### src/rtl/spi_pkg.sv
// Shared types and constants for the SPI slave.
// The optional command check is enabled with the SPI_CMD_CHECK_EN macro.
package spi_pkg;

  localparam int unsigned FRAME_W = 10;
  localparam int unsigned DATA_W  = 8;
  localparam int unsigned CNT_W   = 4;

  localparam logic [1:0] WR_ADDR = 2'b00;
  localparam logic [1:0] WR_DATA = 2'b01;
  localparam logic [1:0] RD_ADDR = 2'b10;
  localparam logic [1:0] RD_DATA = 2'b11;

  typedef enum logic [2:0] {
    StIdle,
    StChkCmd,
    StWrite,
    StReadAdd,
    StReadData
  } state_e;

  function automatic logic is_shift_state(state_e s);
    return (s == StWrite) || (s == StReadAdd) || (s == StReadData);
  endfunction

  // True when the frame's command field is legal for the state that received it.
  function automatic logic cmd_match(state_e s, logic [1:0] cmd);
    logic ok;
    ok = 1'b0;
    case (s)
      StReadAdd:  ok = (cmd == RD_ADDR);
      StReadData: ok = (cmd == RD_DATA);
      StWrite:    ok = (cmd == WR_ADDR) || (cmd == WR_DATA);
      default:    ok = 1'b0;
    endcase
    return ok;
  endfunction

endpackage

### src/rtl/spi_tx_serializer.sv
// Latches a read byte and shifts it out MSB-first on MISO over 8 clocks.
// MISO is 0 whenever no shift-out is in progress.
module spi_tx_serializer
  import spi_pkg::*;
(
  input  logic              clk_i,
  input  logic              rst_i,
  input  logic              start_i,
  input  logic [DATA_W-1:0] byte_i,
  input  logic              abort_i,
  output logic              miso_o
);

  logic [DATA_W-1:0] latch_q, latch_d;
  logic [2:0]        cnt_q, cnt_d;
  logic              active_q, active_d;

  // Next-state: abort wins, then a fresh latch, then shifting the held byte.
  always_comb begin
    latch_d  = latch_q;
    cnt_d    = cnt_q;
    active_d = active_q;
    if (abort_i) begin
      active_d = 1'b0;
      cnt_d    = '0;
    end else if (start_i) begin
      latch_d  = byte_i;
      cnt_d    = '0;
      active_d = 1'b1;
    end else if (active_q) begin
      latch_d = {latch_q[DATA_W-2:0], 1'b0};
      if (cnt_q == 3'd7) begin
        active_d = 1'b0;
        cnt_d    = '0;
      end else begin
        cnt_d = cnt_q + 3'd1;
      end
    end
  end

  // State registers with synchronous reset.
  always_ff @(posedge clk_i) begin
    if (rst_i) begin
      latch_q  <= '0;
      cnt_q    <= '0;
      active_q <= 1'b0;
    end else begin
      latch_q  <= latch_d;
      cnt_q    <= cnt_d;
      active_q <= active_d;
    end
  end

  assign miso_o = active_q & latch_q[DATA_W-1];

endmodule

### src/rtl/spi_slave.sv
// SPI slave front end for a RAM: deserialises 10-bit frames and serialises read data.
// Define SPI_CMD_CHECK_EN to reject frames whose command field does not match the state.
module spi_slave
  import spi_pkg::*;
(
  input  logic               clk,
  input  logic               rst,
  input  logic               MOSI,
  input  logic               SS_n,
  input  logic [DATA_W-1:0]  tx_data,
  input  logic               tx_valid,
  output logic [FRAME_W-1:0] rx_data,
  output logic               rx_valid,
  output logic               MISO,
  output logic               cmd_err
);

  state_e               state_q, state_d;
  logic [CNT_W-1:0]     bit_cnt_q, bit_cnt_d;
  logic [FRAME_W-2:0]   shift_q, shift_d;
  logic                 done_q, done_d;
  logic [FRAME_W-1:0]   rx_data_q, rx_data_d;
  logic                 rx_valid_q, rx_valid_d;
  logic                 rd_flag_q, rd_flag_d;
  logic                 rd_wait_q, rd_wait_d;

  logic [FRAME_W-1:0]   frame;
  logic                 shift_en;
  logic                 last_bit;
  logic                 cmd_ok;
  logic                 tx_start;

  assign frame    = {shift_q, MOSI};
  assign shift_en = is_shift_state(state_q) && !SS_n && !done_q;
  assign last_bit = shift_en && (bit_cnt_q == CNT_W'(FRAME_W - 1));
  // Read data is accepted only while waiting after a good READ_DATA frame.
  assign tx_start = rd_wait_q && tx_valid && !SS_n;

`ifdef SPI_CMD_CHECK_EN
  logic cmd_err_q, cmd_err_d;
  assign cmd_ok  = cmd_match(state_q, frame[FRAME_W-1 -: 2]);
  assign cmd_err = cmd_err_q;
`else
  assign cmd_ok  = 1'b1;
  assign cmd_err = 1'b0;
`endif

  // State register.
  always_ff @(posedge clk) begin
    if (rst) begin
      state_q <= StIdle;
    end else begin
      state_q <= state_d;
    end
  end

  // Next-state logic; SS_n high returns to idle from anywhere.
  always_comb begin
    state_d = state_q;
    unique case (state_q)
      StIdle: begin
        if (!SS_n) state_d = StChkCmd;
      end
      StChkCmd: begin
        if (SS_n)          state_d = StIdle;
        else if (!MOSI)    state_d = StWrite;
        else if (rd_flag_q) state_d = StReadData;
        else               state_d = StReadAdd;
      end
      StWrite, StReadAdd, StReadData: begin
        if (SS_n) state_d = StIdle;
      end
      default: state_d = StIdle;
    endcase
  end

  // Datapath and output next-state: frame shifting, completion, read flag.
  always_comb begin
    bit_cnt_d  = bit_cnt_q;
    shift_d    = shift_q;
    done_d     = done_q;
    rx_data_d  = rx_data_q;
    rx_valid_d = 1'b0;
    rd_flag_d  = rd_flag_q;
    rd_wait_d  = rd_wait_q;
`ifdef SPI_CMD_CHECK_EN
    cmd_err_d  = 1'b0;
`endif
    if (SS_n) begin
      // Abort or idle: drop any partial frame, flag untouched.
      bit_cnt_d = '0;
      shift_d   = '0;
      done_d    = 1'b0;
      rd_wait_d = 1'b0;
    end else begin
      if (shift_en) begin
        shift_d   = frame[FRAME_W-2:0];
        bit_cnt_d = bit_cnt_q + CNT_W'(1);
        if (last_bit) begin
          bit_cnt_d = '0;
          done_d    = 1'b1;
          if (cmd_ok) begin
            rx_data_d  = frame;
            rx_valid_d = 1'b1;
            if (state_q == StReadAdd) rd_flag_d = 1'b1;
            if (state_q == StReadData) begin
              rd_flag_d = 1'b0;
              rd_wait_d = 1'b1;
            end
          end
`ifdef SPI_CMD_CHECK_EN
          if (!cmd_ok) cmd_err_d = 1'b1;
`endif
        end
      end
      if (tx_start) rd_wait_d = 1'b0;
    end
  end

  // Datapath registers with synchronous reset.
  always_ff @(posedge clk) begin
    if (rst) begin
      bit_cnt_q  <= '0;
      shift_q    <= '0;
      done_q     <= 1'b0;
      rx_data_q  <= '0;
      rx_valid_q <= 1'b0;
      rd_flag_q  <= 1'b0;
      rd_wait_q  <= 1'b0;
    end else begin
      bit_cnt_q  <= bit_cnt_d;
      shift_q    <= shift_d;
      done_q     <= done_d;
      rx_data_q  <= rx_data_d;
      rx_valid_q <= rx_valid_d;
      rd_flag_q  <= rd_flag_d;
      rd_wait_q  <= rd_wait_d;
    end
  end

`ifdef SPI_CMD_CHECK_EN
  // Command-mismatch pulse register.
  always_ff @(posedge clk) begin
    if (rst) cmd_err_q <= 1'b0;
    else     cmd_err_q <= cmd_err_d;
  end
`endif

  assign rx_data  = rx_data_q;
  assign rx_valid = rx_valid_q;

  spi_tx_serializer u_tx_serializer (
    .clk_i   (clk),
    .rst_i   (rst),
    .start_i (tx_start),
    .byte_i  (tx_data),
    .abort_i (SS_n),
    .miso_o  (MISO)
  );

endmodule

### config.mk
export PLATFORM = sky130hd
export DESIGN_NAME = spi_slave
export DESIGN_NICKNAME = d
export VERILOG_FILES = /design/src/rtl/spi_pkg.sv /design/src/rtl/spi_tx_serializer.sv /design/src/rtl/spi_slave.sv
export SDC_FILE = /design/constraint.sdc
export NUM_CORES = 1
export LEC_CHECK = 0
export ABC_AREA = 0
export BUFFER_PORTS_ARGS = -buffer_cell sky130_fd_sc_hd__buf_4
export CORE_ASPECT_RATIO = 1.4
export CORE_UTILIZATION = 40
export DETAILED_ROUTE_END_ITERATION = 10
export HOLD_SLACK_MARGIN = 0.1
export PLACE_DENSITY_LB_ADDON = 0.2
export SYNTH_ARGS = -nofsm -noshare
export SYNTH_HDL_FRONTEND = slang
export SYNTH_SLANG_ARGS = --single-unit
### constraint.sdc
create_clock -name clk -period 1.7 [get_ports clk]
set_input_delay 0.085 -clock clk [delete_from_list [all_inputs] [get_ports clk]]
set_output_delay 0.085 -clock clk [all_outputs]
set_load 0.01 [all_outputs]
==> reports/qor.txt <==
Buffers & Inverters on Critical Path = 1
Diodes inserted = 0
Post-route DRC = 3
# Post-CTS Setup Buffers = 0
minimum clock period = 1.55 ns
syn avg cell area = 8.48 um2
Cell Chain, Critical Path = nor3b_4 > o21ai_2 > buf_4 > or3_1 > a21oi_1
CTS tree = yes
Commonest cells post-synth = dfxtp_1 (42), nand2_1 (32), a21oi_1 (27), nor2_1 (16), nand3_1 (12)
FILL cells = 407
CTS Buffer Depth = 2
GPL Wtd Cong = 0.712
HP Class = in -> reg
setup TNS = 0 ns
routed vias/inst = 5.30
crit path max-delay cell type = dfxtp_1
detailed placer's ending HPWL = 2.39 mm
Final #Nets = 247
Synth cell types = 35
FF-to-FF setup slack = 0.15 ns
largest net degree at the start of global routing = 21
fin crit share = 91.4%
WS Path Type = reg -> reg
Max Cap Viol = 0
Seq. cell area = 841 um2
antenna violations before repair = 0
status = finished with violations
CP startpoint kind = flip-flop
row count = 27
vias in the first global route = 1,338
WP data arrival = 1.79 ns
post-synth top area cell = dfxtp_1
Core Area = 4050 um2
CP top delay family = simple AND/OR/NAND/NOR gates
Routed Antenna Nets = 0
max-slew violation count = 0
synthesis-stage register bit count = 42
global route overflow = 0
Static Leak = 0.795 nW
clk_lat worst skew = 0.30 ns
number of synthesized flops with an enable pin = 0
initial core utilization = 42.7%
clock root buffer = clkbuf_8
Fmax = 0.644 GHz
syn_nets = 221
Crit Path Max Fanout = 10
first-pass GRT wire length = 5.83 mm
Setup crit end kind = flip-flop
die height = 79.8 um
DIE WIDTH = 57.6 um
drt pass-1 iters = 7
unrepaired setup endpoints after global routing = false
CP required = 1.94 ns
full die area = 4600 um2
Yosys warnings = 0
PortBufs = 24
final wirelength = 3.40 mm
DR iter-0 viols = 74
cell area after layout = 2070 um2
via count = 1,451
Core Util, Final = 51.0%
Max stage delay on crit path = 0.40 ns
io pins = 26
Pwr per Cell Area = 835 nW/um2
Pwr Total = 1.73 mW
Reg clk slew, reported paths = 0.08 ns
multi-input logic area = 800 um2
ys flop type = dfxtp_1
sequential area share after synthesis = 48.6%
Netlist Area Pre-Place = 1730 um2
top cells by area, synth = dfxtp_1 (49%), a21oi_1 (7.8%), nand2_1 (6.9%)
routed wire length per instance = 12.4 um
Hold Vio Cnt, Final = 0
H-tree depth = 2
Total Routing Usage GR = 16.6%
failing checks = DRC
Post-DP Area = 1960 um2
P&R area growth vs syn = 19.6%
Yosys top cell area share = 48.6%
Synth Instances = 204
CTS sink count = 42
Clock Skew = 0.00732 ns
layout cells sized above 1 = 19.9%
cell with the most instances after synthesis = dfxtp_1
clock buffers created by TritonCTS = 5
Worst VDD drop = 0.472 mV
Final setup viols = 0
async set-reset flop share out of synthesis = 0%
==> final cells by class <==
| class | count | share of cell area, % |
|---|---|---|
| clock buffers | 6 | 3.99 |
| clock inverters | 2 | 0.605 |
| inverters | 6 | 1.09 |
| multi-input cells | 141 | 38.6 |
| flip-flops and latches | 42 | 40.6 |
| well taps | 43 | 2.60 |
| repair buffers | 34 | 12.5 |
==> through the flow <==
step	instances	hold slack (ns)	setup slack, ns
5_1_grt	274	0.177	0.0404
6_report	274	0.148	0.147
3_5_place_dp	265	0.374	0.169
4_1_cts	274	0.152	0.151
3_3_place_gp	265	0.354	0.200
2_1_floorplan	204	0.221	0.230
==> power by group <==
part / switching, mW / internal [mW]
Sequential: 0.00394 / 0.985
Combinational: 0.0388 / 0.0336
Clock: 0.339 / 0.326
Total: 0.382 / 1.35
==> state kept, by name, indices dropped and copies added (netlist names) <==
name and cells:
u_tx_serializer.latch_q 8, done_q 1, rx_valid 1, state_q 3, rd_wait_q 1, bit_cnt_q 4, u_tx_serializer.cnt_q 3, rx_data 10
shift_q 9, u_tx_serializer.active_q 1, rd_flag_q 1
==> logic make-up after synthesis <==
| group | synth area share (%) |
|---|---|
| simple gates | 22.5 |
| compound gates | 18.2 |
| fa+ha+maj | 2.89 |
| buf+inv | 5.21 |
| other cells | 0.217 |
| mux | 2.39 |
| flops | 48.6 |
==> worst reg2reg max path, cell delays in order, from the launching register on <==
cell and delay, ns:
dfxtp_1 0.40, nor3b_4 0.28, o21ai_2 0.16, buf_4 0.20, or3_1 0.34, a21oi_1 0.12
==> metal layers <==
| metal | track usage, % | up-vias | share of wire (%) |
|---|---|---|---|
| li1 | - | 756 | - |
| met1 | 19.6 | 653 | 46 |
| met2 | 26.3 | 34 | 48 |
| met3 | 3.89 | 8 | 4.1 |
| met4 | 11.2 | 0 | 2.6 |
| met5 | 0 | - | 0 |
==> placed cells by master (no fill, tap or decap), drive strengths merged, types with 2 or more instances in the layout <==
cell type  synthesis  final
inv                6      6
or2                2      2
a211oi             2      2
a21oi             27     27
mux2i              3      3
nand3             12     12
nor3b              2      2
a2bb2oi            8      8
and3               7      7
clkbuf             6      6
a31oi              7      7
o21ai              3      3
or3                3      3
ha                 4      4
dfxtp             42     42
nor2              16     16
buf                9     33
nand2             32     32
==> path summary, 6_finish.rpt <==
kind	startpoint	endpoint	cells after the start
max reg2reg	state_q[2]	bit_cnt_q[0]	5
min	rst	shift_q[8]	3
min reg2reg	rx_data[3]	rx_data[3]	2
max	state_q[2]	bit_cnt_q[0]	5
==> timing repair <==
action	4_1_cts	5_1_grt
hold buffers	1	0
hold endpoints to repair	2	0
gates resized for setup	0	0
Power figures use the tool's default switching activity.
